$ cat config.mk
export PLATFORM = sky130hd
export DESIGN_NAME = alu_seq
export DESIGN_NICKNAME = d
export VERILOG_FILES = /design/src/rtl/alu_seq_pkg.sv /design/src/rtl/alu_seq_iter.sv /design/src/rtl/alu_seq.sv
export SDC_FILE = /design/constraint.sdc
export NUM_CORES = 1
export LEC_CHECK = 0
export CELL_PAD_IN_SITES_DETAIL_PLACEMENT = 1
export CELL_PAD_IN_SITES_GLOBAL_PLACEMENT = 1
export CORE_MARGIN = 4
export CORE_UTILIZATION = 44
export CTS_BUF_LIST = sky130_fd_sc_hd__clkbuf_4 sky130_fd_sc_hd__clkbuf_8 sky130_fd_sc_hd__clkbuf_16
export CTS_CLUSTER_DIAMETER = 40
export DETAILED_ROUTE_END_ITERATION = 7
export PLACE_DENSITY_LB_ADDON = 0.1
export SKIP_LAST_GASP = 1
export SLEW_MARGIN = 20
export SYNTH_ARGS = -nofsm -noshare
export SYNTH_HDL_FRONTEND = slang
export SYNTH_SLANG_ARGS = --single-unit
export TNS_END_PERCENT = 30
$ cat constraint.sdc
create_clock -name clk -period 4.4 [get_ports clk]
set_clock_uncertainty 0.05 [all_clocks]
set_input_delay 0.88 -clock clk [delete_from_list [all_inputs] [get_ports clk]]
set_output_delay 0.88 -clock clk [all_outputs]
set_load 0.03 [all_outputs]
$ cat src/rtl/alu_seq_pkg.sv
// Shared types and constants for the sequential ALU.
// Build option: define ALU_SEQ_DIV_EN to implement DIVU/REMU with the iterative divider.
package alu_seq_pkg;

  localparam int unsigned WIDTH_DEF = 32;

  typedef enum logic [2:0] {
    OP_ADD  = 3'b000,
    OP_SUB  = 3'b001,
    OP_AND  = 3'b010,
    OP_OR   = 3'b011,
    OP_MUL  = 3'b100,
    OP_SLT  = 3'b101,
    OP_DIVU = 3'b110,
    OP_REMU = 3'b111
  } op_e;

  typedef enum logic [1:0] {
    S_IDLE = 2'd0,
    S_BUSY = 2'd1,
    S_DONE = 2'd2
  } state_e;

  // Ops that go through the shared iterative datapath.
  function automatic logic is_multi(op_e op);
`ifdef ALU_SEQ_DIV_EN
    return (op == OP_MUL) || (op == OP_DIVU) || (op == OP_REMU);
`else
    return (op == OP_MUL);
`endif
  endfunction

endpackage

$ cat src/rtl/alu_seq_iter.sv
// Iterative shift-add multiplier / restoring divider, one bit per cycle.
// Build option: ALU_SEQ_DIV_EN adds the divide step; otherwise only MUL is supported.
// start loads operands; done is high during the final step and result is the
// value that step produces, so the parent captures it on the same edge.
module alu_seq_iter
  import alu_seq_pkg::*;
#(
  parameter int unsigned WIDTH = WIDTH_DEF
) (
  input  logic             clk,
  input  logic             rst_n,
  input  logic             start,
  input  op_e              op,
  input  logic [WIDTH-1:0] a,
  input  logic [WIDTH-1:0] b,
  output logic             done,
  output logic [WIDTH-1:0] result
);

  localparam int unsigned CW = $clog2(WIDTH) + 1;

  logic             busy;
  logic [CW-1:0]    cnt;
  op_e              op_q;
  // x: multiplicand (MUL) or dividend/quotient shifter (DIV)
  // y: multiplier (MUL) or divisor (DIV)
  // acc: product (MUL) or partial remainder (DIV)
  logic [WIDTH-1:0] x, y, acc;
  logic [WIDTH-1:0] x_n, y_n, acc_n;
`ifdef ALU_SEQ_DIV_EN
  logic [WIDTH:0]   r;
  logic [WIDTH-1:0] diff;
  logic             ge;
`endif

  assign done = busy && (cnt == CW'(WIDTH - 1));

  // One iteration step of the selected operation, plus result selection.
  always_comb begin
    x_n    = x;
    y_n    = y;
    acc_n  = acc;
    result = '0;
`ifdef ALU_SEQ_DIV_EN
    r    = {acc, x[WIDTH-1]};
    ge   = (r >= {1'b0, y});
    diff = r[WIDTH-1:0] - y;
`endif
    case (op_q)
      OP_MUL: begin
        if (y[0]) acc_n = acc + x;
        x_n    = x << 1;
        y_n    = y >> 1;
        result = acc_n;
      end
`ifdef ALU_SEQ_DIV_EN
      OP_DIVU, OP_REMU: begin
        // Remainder stays below the divisor, so r - y fits WIDTH bits when ge.
        acc_n  = ge ? diff : r[WIDTH-1:0];
        x_n    = {x[WIDTH-2:0], ge};
        result = (op_q == OP_DIVU) ? x_n : acc_n;
      end
`endif
      default: result = '0;
    endcase
  end

  // Operand load on start, then one step per cycle for WIDTH cycles.
  always_ff @(posedge clk) begin
    if (!rst_n) begin
      busy <= 1'b0;
      cnt  <= '0;
      op_q <= OP_MUL;
      x    <= '0;
      y    <= '0;
      acc  <= '0;
    end else if (start) begin
      busy <= 1'b1;
      cnt  <= '0;
      op_q <= op;
      x    <= a;
      y    <= b;
      acc  <= '0;
    end else if (busy) begin
      x   <= x_n;
      y   <= y_n;
      acc <= acc_n;
      if (done) begin
        busy <= 1'b0;
        cnt  <= '0;
      end else begin
        cnt <= cnt + 1'b1;
      end
    end
  end

endmodule

$ cat src/rtl/alu_seq.sv
// Sequential ALU: valid/ready handshake, IDLE/BUSY/DONE FSM, registered result and flags.
// Build option: ALU_SEQ_DIV_EN enables DIVU/REMU; without it they complete in one
// cycle with ALU_Out = 0 and overflow = 1.
module alu_seq
  import alu_seq_pkg::*;
#(
  parameter int unsigned WIDTH = WIDTH_DEF
) (
  input  logic             clk,
  input  logic             rst_n,
  input  logic             in_valid,
  output logic             in_ready,
  input  logic [WIDTH-1:0] A,
  input  logic [WIDTH-1:0] B,
  input  logic [2:0]       ALU_Sel,
  output logic             out_valid,
  input  logic             out_ready,
  output logic [WIDTH-1:0] ALU_Out,
  output logic             zero,
  output logic             negative,
  output logic             carry,
  output logic             overflow
);

  state_e           state_q, state_d;
  op_e              op;
  logic             accept, multi;
  logic [WIDTH-1:0] alu_res;
  logic             alu_c, alu_v;
  logic [WIDTH:0]   sum_ext, dif_ext;
  logic             iter_done;
  logic [WIDTH-1:0] iter_res;
`ifdef ALU_SEQ_DIV_EN
  logic             dz_q;
`endif

  assign op        = op_e'(ALU_Sel);
  assign in_ready  = (state_q == S_IDLE);
  assign out_valid = (state_q == S_DONE);
  assign accept    = in_valid && in_ready;
  assign multi     = is_multi(op);

  // Single-cycle ops evaluated straight from the inputs at the accept edge.
  always_comb begin
    alu_res = '0;
    alu_c   = 1'b0;
    alu_v   = 1'b0;
    sum_ext = {1'b0, A} + {1'b0, B};
    dif_ext = {1'b0, A} - {1'b0, B};
    case (op)
      OP_ADD: begin
        alu_res = sum_ext[WIDTH-1:0];
        alu_c   = sum_ext[WIDTH];
        alu_v   = (A[WIDTH-1] == B[WIDTH-1]) && (sum_ext[WIDTH-1] != A[WIDTH-1]);
      end
      OP_SUB: begin
        alu_res = dif_ext[WIDTH-1:0];
        alu_c   = ~dif_ext[WIDTH];
        alu_v   = (A[WIDTH-1] != B[WIDTH-1]) && (dif_ext[WIDTH-1] != A[WIDTH-1]);
      end
      OP_AND: alu_res = A & B;
      OP_OR:  alu_res = A | B;
      OP_SLT: alu_res = {{(WIDTH-1){1'b0}}, ($signed(A) < $signed(B))};
`ifndef ALU_SEQ_DIV_EN
      OP_DIVU, OP_REMU: alu_v = 1'b1;
`endif
      default: alu_res = '0;
    endcase
  end

  alu_seq_iter #(
    .WIDTH(WIDTH)
  ) u_iter (
    .clk   (clk),
    .rst_n (rst_n),
    .start (accept && multi),
    .op    (op),
    .a     (A),
    .b     (B),
    .done  (iter_done),
    .result(iter_res)
  );

  // FSM state register.
  always_ff @(posedge clk) begin
    if (!rst_n) state_q <= S_IDLE;
    else        state_q <= state_d;
  end

  // FSM next-state logic.
  always_comb begin
    state_d = state_q;
    case (state_q)
      S_IDLE: if (accept) state_d = multi ? S_BUSY : S_DONE;
      S_BUSY: if (iter_done) state_d = S_DONE;
      S_DONE: if (out_ready) state_d = S_IDLE;
      default: state_d = S_IDLE;
    endcase
  end

  // Result and flag registers, loaded at single-cycle accept or final iteration.
  always_ff @(posedge clk) begin
    if (!rst_n) begin
      ALU_Out  <= '0;
      zero     <= 1'b0;
      negative <= 1'b0;
      carry    <= 1'b0;
      overflow <= 1'b0;
`ifdef ALU_SEQ_DIV_EN
      dz_q     <= 1'b0;
`endif
    end else if (accept && !multi) begin
      ALU_Out  <= alu_res;
      zero     <= (alu_res == '0);
      negative <= alu_res[WIDTH-1];
      carry    <= alu_c;
      overflow <= alu_v;
    end else if (accept) begin
`ifdef ALU_SEQ_DIV_EN
      dz_q <= (op != OP_MUL) && (B == '0);
`endif
    end else if ((state_q == S_BUSY) && iter_done) begin
      ALU_Out  <= iter_res;
      zero     <= (iter_res == '0);
      negative <= iter_res[WIDTH-1];
      carry    <= 1'b0;
`ifdef ALU_SEQ_DIV_EN
      overflow <= dz_q;
`else
      overflow <= 1'b0;
`endif
    end
  end

endmodule

==> run_results.csv, run 1 <==
group,metric,value,unit
outcome,status,"finished clean",
floorplan,coreArea,0.02987,mm^2
setup_path,rr_startpoint,"u_iter.x[0]$_SDFFE_PN0P_",
logic_synthesis,synth_cell_types,95,
grt,grt_usage,0.3498,
route,routed_wl,59870,um
route,wl_per_cell,23.30,um
clock_tree,clk_latency,0.46,ns
placement,gp_congestion,0.9881,
worst_hold_path,hold_class,"register to register",
clock_tree,cts_max_path_buffers,2,
timing,slew_viol_final,0,
placement,place_area,0.01680,mm^2
route,drc,0,
grt,grt_pass1_wl,92600,um
clock_tree,clk_pin_slew,0.07,ns
setup_path,critPathLaunch,"A[17]",
logic_synthesis,synth_common_cells,"nand2_1 (250), nor2_1 (222), a21oi_1 (143), dfxtp_1 (143), ha_1 (143)",
timing,fin_crit,4.317,ns
final_layout,area_growth,29.84,%
logic_synthesis,synthTopCellsByArea,"dfxtp_1 (21%), ha_1 (13%), nand2_1 (7.0%)",
setup_path,cp_data_arrival_time,4.64,ns
power_and_ir_drop,power_frac_clock,0.346,
floorplan,rows,63,
clock_tree,ctsHoldBuffers,0,
final_layout,final_cells,2569,
clock_tree,cts.htree.levels,4,
logic_synthesis,ys_async_sr_fraction,0,
logic_synthesis,mappedNetlistArea,0.01346,mm^2
logic_synthesis,synth-seq-cells,143,
setup_path,cp-end-kind,"register",
logic_synthesis,synth_seq_area_share,0.2126,
power_and_ir_drop,p_leak,0.007463,uW
grt,grt_pass1_vias,16460,
final_layout,fill_cells,3761,
clock_tree,cts-root-buf,"clkbuf_16",
power_and_ir_drop,seq_power_share,0.310,
setup_path,path_class,"input port to register",
power_and_ir_drop,p_int,2904,uW
power_and_ir_drop,pwr-share-comb,0.345,
power_and_ir_drop,p_sw_frac,0.3579,
placement,hpwl,46720,um
final_layout,drive_gt1_frac,0.1783,
logic_synthesis,yosysMostFrequentCell,"nand2_1",
grt,grt_overflow_total,0,
power_and_ir_drop,peakVddDrop,294.0,uV
run,cap_violations,0,
worst_hold_path,min_from,"u_iter.op_q[2]$_SDFFE_PN1P_",
timing,worst_slew_pin_slew,0.9340,ns
placement,portBuffers,108,
floorplan,die_w,182.9,um
route,vias_per_cell,6.159,
logic_synthesis,avgSynthCellArea,7.246,um^2
timing,post-route-period-util,0.9812,
logic_synthesis,synth_top_area_frac,0.2126,
timing,grt_setup_unrepaired,"true",
setup_path,cp-start-kind,"input port",
placement,place_inst,2532,
route,dr.first_iter.drc_count,1313,
route,dr.pass1.iters,5,
floorplan,ios,109,
timing,setup_violations,0,
route,vias,15820,
power_and_ir_drop,power_switching,1619,uW
final_layout,multiInputGateArea,0.009792,mm^2
logic_synthesis,syn-num-nets,2075,
route,ant_nets,0,
floorplan,die_area,0.03346,mm^2
floorplan,die_y,182.9,um
grt,grt_max_degree,127,
clock_tree,clock_sinks,143,
logic_synthesis,synth-edff-count,0,
logic_synthesis,synth_top_area_cell,"dfxtp_1",
logic_synthesis,ys.flop_type,"dfxtp_1",
setup_path,cp_max_fo,3,
final_layout,final-seq-area,0.002864,mm^2
timing,max_freq,231.6,MHz
grt,grt_antenna_before_repair,4,
timing,maxSlewHeadroom,0.3773,
floorplan,initial_core_util,0.4506,
setup_path,cp.required,4.72,ns
final_layout,design_area,0.01748,mm^2
clock_tree,cts_tree,"built",
power_and_ir_drop,powerDensity,258.7,mW/mm^2
timing,timing.final.hold_violations,0,
logic_synthesis,syn_inst,1858,
final_layout,nets,2380,
logic_synthesis,yosys_warnings,0,
clock_tree,cts_buffers,17,
-- state kept, by name, summed over array words and instances, names as in the netlist --
signal       cells
u_iter.x        32
u_iter.acc      32
u_iter.op_q      3
u_iter.busy      1
state_q          2
overflow         1
u_iter.cnt       6
u_iter.y        32
zero             1
ALU_Out         32
carry            1
-- what timing repair did --
action / CTS / global route
gates resized for setup: 3 / 11
pin swaps: 0 / 2
buffers inserted: 0 / 2
endpoints found under the setup margin: 1 / 4
endpoints found under the hold margin: 0 / 0
-- power groups by stage --
stage / Combinational, uW / Clock [uW] / Sequential, uW
after global routing: 1670 / 1630 / 1400
after detailed placement: 1510 / 0 / 1430
final: 1560 / 1560 / 1400
after global placement: 1470 / 0 / 1420
after CTS: 1530 / 1570 / 1400
after floorplan: 746 / 0 / 1440
-- worst paths after layout --
| check | to | slack (ns) | cells after the start |
|---|---|---|---|
| min reg2reg | u_iter.op_q[2]$_SDFFE_PN1P_ | 0.40 | 1 |
| max reg2reg | zero$_SDFFE_PN0P_ | 0.28 | 15 |
| min | u_iter.op_q[2]$_SDFFE_PN1P_ | 0.40 | 1 |
| max | zero$_SDFFE_PN0P_ | 0.08 | 15 |
-- metrics by stage --
step / utilization / total power (uW) / hold slack, ns / setup slack [ns] / TNS (ns)
2_1_floorplan: - / 2188 / 0.3582 / 0.5352 / 0
4_1_cts: 0.5830 / 4496 / 0.3994 / 0.04215 / 0
5_1_grt: 0.5850 / 4705 / 0.4102 / -0.03875 / -0.03875
3_5_place_dp: 0.5624 / 2936 / 0.3770 / -0.5623 / -2.714
3_3_place_gp: 0.5624 / 2898 / 0.3753 / -0.4281 / -1.302
6_report: 0.5851 / 4522 / 0.3977 / 0.08255 / 0
-- worst max-delay path: stages --
cell             delay [ns]
clkdlybuf4s50_1        0.49
inv_1                  0.07
ha_1                   0.35
a211oi_2               0.27
nand3_1                0.20
a41o_1                 0.30
a41oi_1                0.28
o211ai_1               0.19
a2111oi_1              0.45
buf_4                  0.18
mux2i_1                0.18
o311ai_1               0.16
nor4_2                 0.30
nand4_1                0.14
o31ai_2                0.22
-- kinds of logic after synthesis --
family | count (synthesis) | share of synthesized area
XOR/XNOR | 40 | 0.02602
AND/OR/NAND/NOR | 709 | 0.2409
adder cells (fa/ha/maj) | 146 | 0.1374
buffers and inverters | 226 | 0.06450
flip-flops | 143 | 0.2126
AO/OA/AOI/OAI | 556 | 0.2898
multiplexers | 38 | 0.02881
-- final cells by class --
cell class | instances | share of cell area
antenna | 3 | 0.0004295
clock inverter | 12 | 0.008518
timing repair buffer | 403 | 0.1897
multi-input combinational | 1489 | 0.5602
tap | 390 | 0.02791
sequential | 143 | 0.1638
clock buffer | 20 | 0.02598
inverter | 109 | 0.02348
-- metal layers --
layer	track usage	part of all wire
met5	0	0.00012
met4	0.1454	0.040
met3	0.05791	0.060
met2	0.5805	0.47
met1	0.4519	0.43
-- cell usage in the layout (no fill, tap or decap), types with 8 or more instances in the layout --
| cell | n |
|---|---|
| nand2b_1 | 16 |
| nor4_1 | 14 |
| o22ai_1 | 10 |
| dfxtp_1 | 142 |
| nor3_1 | 33 |
| o21ai_1 | 9 |
| o21ai_0 | 73 |
| xnor2_1 | 24 |
| o31ai_1 | 15 |
| inv_1 | 102 |
| nand4_1 | 25 |
| xor2_1 | 16 |
| buf_4 | 293 |
| and2_1 | 13 |
| clkbuf_16 | 17 |
| o21a_1 | 11 |
| and3_1 | 17 |
| a311oi_1 | 62 |
| nor2_1 | 221 |
| o21bai_1 | 10 |
| a211oi_1 | 48 |
| o31a_1 | 8 |
| o211ai_1 | 23 |
| clkdlybuf4s50_1 | 107 |
| mux2i_1 | 32 |
| nand3_1 | 46 |
| or3_1 | 8 |
| ha_1 | 142 |
| a31oi_1 | 10 |
| or2_2 | 11 |
| nand2_1 | 249 |
| a21oi_1 | 142 |
| nor2b_1 | 18 |
| a221oi_1 | 9 |
| a21o_1 | 21 |
Note: power is estimated with default switching activity, not from simulation.
==> inputs of run 2 (changes only) <==
- SLEW_MARGIN: 20 -> 30
==> results of run 2 <==
No change in the layout: final DEF, timing and power equal those of run 1.
==> inputs of run 3 (changes only) <==
- SKIP_CTS_REPAIR_TIMING: not set -> 1
==> run 3 against run 2 <==
Worst setup slack improved by 0.0062 ns. Die area did not move. Register-to-register slack barely moved. First-iteration DRC count rose by 9.7%. Maximum frequency rose by 0.14%. Via count barely moved. Total power barely moved. Global-route usage barely moved. Critical path depth did not move. Count of clock-buffer cells in the layout did not move. Non-clock buffer count fell by 1. Largest cell class unchanged. Highest routed layer unchanged.
==> run_results.csv, run 3 (synthesis gave the netlist of run 1 again) <==
group,metric,value,unit
outcome,status,"finished clean",
placement,hpwl,46720,um
setup_path,cp.required,4.72,ns
timing,grt_setup_unrepaired,"true",
setup_path,reg2reg_slack,0.29,ns
floorplan,initial_core_util,0.4506,
setup_path,critPathTopFamily,"compound AO/OA/AOI/OAI gates",
setup_path,path_class,"input port to register",
floorplan,coreArea,0.02987,mm^2
final_layout,final_cell_mix,"buf_4 (292), nand2_1 (249), nor2_1 (221)",
clock_tree,clock_sinks,143,
floorplan,rows,63,
clock_tree,cts_max_path_buffers,2,
grt,grt_overflow_total,0,
power_and_ir_drop,peakVddDrop,292.6,uV
floorplan,ios,109,
route,vias_per_cell,6.158,
clock_tree,clk_latency,0.46,ns
final_layout,final_core_util,0.5849,
route,routed_wl,59830,um
grt,grt_antenna_before_repair,4,
grt,grt_max_degree,127,
setup_path,cp_max_fo,3,
clock_tree,clk_pin_slew,0.07,ns
setup_path,cp_data_arrival_time,4.63,ns
placement,portBuffers,108,
power_and_ir_drop,powerDensity,258.7,mW/mm^2
setup_path,crit_slowest_cell,"clkdlybuf4s50_1",
timing,timing.final.hold_violations,0,
timing,worst_slew_pin_slew,0.9410,ns
setup_path,cp_slowest_stage_delay,0.49,ns
route,drc,0,
final_layout,nets,2379,
floorplan,die_y,182.9,um
setup_path,cp-end-kind,"register",
grt,grt_pass1_vias,16470,
setup_path,cp-start-kind,"input port",
timing,setup-tns-final,0,ns
final_layout,layout_commonest_cell,"buf_4",
run,cap_violations,0,
timing,fin_crit,4.311,ns
worst_hold_path,hold_class,"register to register",
timing,slew_viol_final,0,
grt,grt_usage,0.3496,
timing,post-route-period-util,0.9798,
final_layout,area_growth,29.79,%
route,vias,15810,
floorplan,die_area,0.03346,mm^2
route,ant_nets,0,
clock_tree,cts-root-buf,"clkbuf_16",
clock_tree,cts.htree.levels,4,
setup_path,path_buf_inv,3,
timing,setup_violations,0,
timing,maxSlewHeadroom,0.3726,
clock_tree,cts_buffers,17,
floorplan,die_w,182.9,um
power_and_ir_drop,p_leak,0.007459,uW
final_layout,drive_gt1_frac,0.1779,
placement,dpl_worst_slack,-0.5623,ns
clock_tree,cts_tree,"built",
timing,max_freq,231.9,MHz
route,dr.pass1.iters,8,
route,wl_per_cell,23.30,um
placement,gp_congestion,0.9881,
timing,setup_ws,0.08870,ns
setup_path,worstPathCellList,"clkdlybuf4s50_1, inv_1, ha_1, a211oi_2, nand3_1, a41o_1, a41oi_1, o211ai_1, a2111oi_1, buf_4, mux2i_1, o311ai_1, nor4_2, nand4_1, o31ai_2",
grt,grt_pass1_wl,92560,um
route,dr.first_iter.drc_count,1440,
==> run 3: final timing paths <==
check | from | depth (start not counted) | endpoint
worst min-delay path | u_iter.op_q[2]$_SDFFE_PN1P_ | 1 | u_iter.op_q[2]$_SDFFE_PN1P_
worst min register to register | u_iter.op_q[2]$_SDFFE_PN1P_ | 1 | u_iter.op_q[2]$_SDFFE_PN1P_
worst max-delay path | A[17] | 15 | zero$_SDFFE_PN0P_
worst max register to register | u_iter.x[0]$_SDFFE_PN0P_ | 15 | zero$_SDFFE_PN0P_
==> run 3: stage by stage <==
stage	cell area, um^2	std cells	hold WS, ns	total power, uW
finish	17470	2568	0.3978	4520
CTS	17410	2564	0.3994	4494
floorplan	13460	1858	0.3582	2188
global route	17470	2567	0.4102	4705
detailed placement	16800	2532	0.3770	2936
global placement	16800	2532	0.3753	2898
==> run 3: area by class of cell <==
type | instances | area [um^2]
Fill cell | 3761 | 12400
Multi-Input combinational cell | 1489 | 9792
Timing Repair Buffer | 402 | 3308
Sequential cell | 143 | 2864
Tap cell | 390 | 488.0
Clock buffer | 20 | 454.2
Inverter | 109 | 410.4
Clock inverter | 12 | 148.9
Antenna cell | 3 | 7.507
==> run 3: power breakdown <==
group	switching [uW]	internal [uW]	total (uW)
clock	682	879	1560
combinational	882	677	1560
sequential	52.2	1350	1400
total	1620	2900	4520
==> run 3: routing by layer <==
metal	global-route usage	wire, um
met1	0.4515	25800
met2	0.5803	27870
met3	0.05791	3697
met4	0.1454	2457
met5	0	7
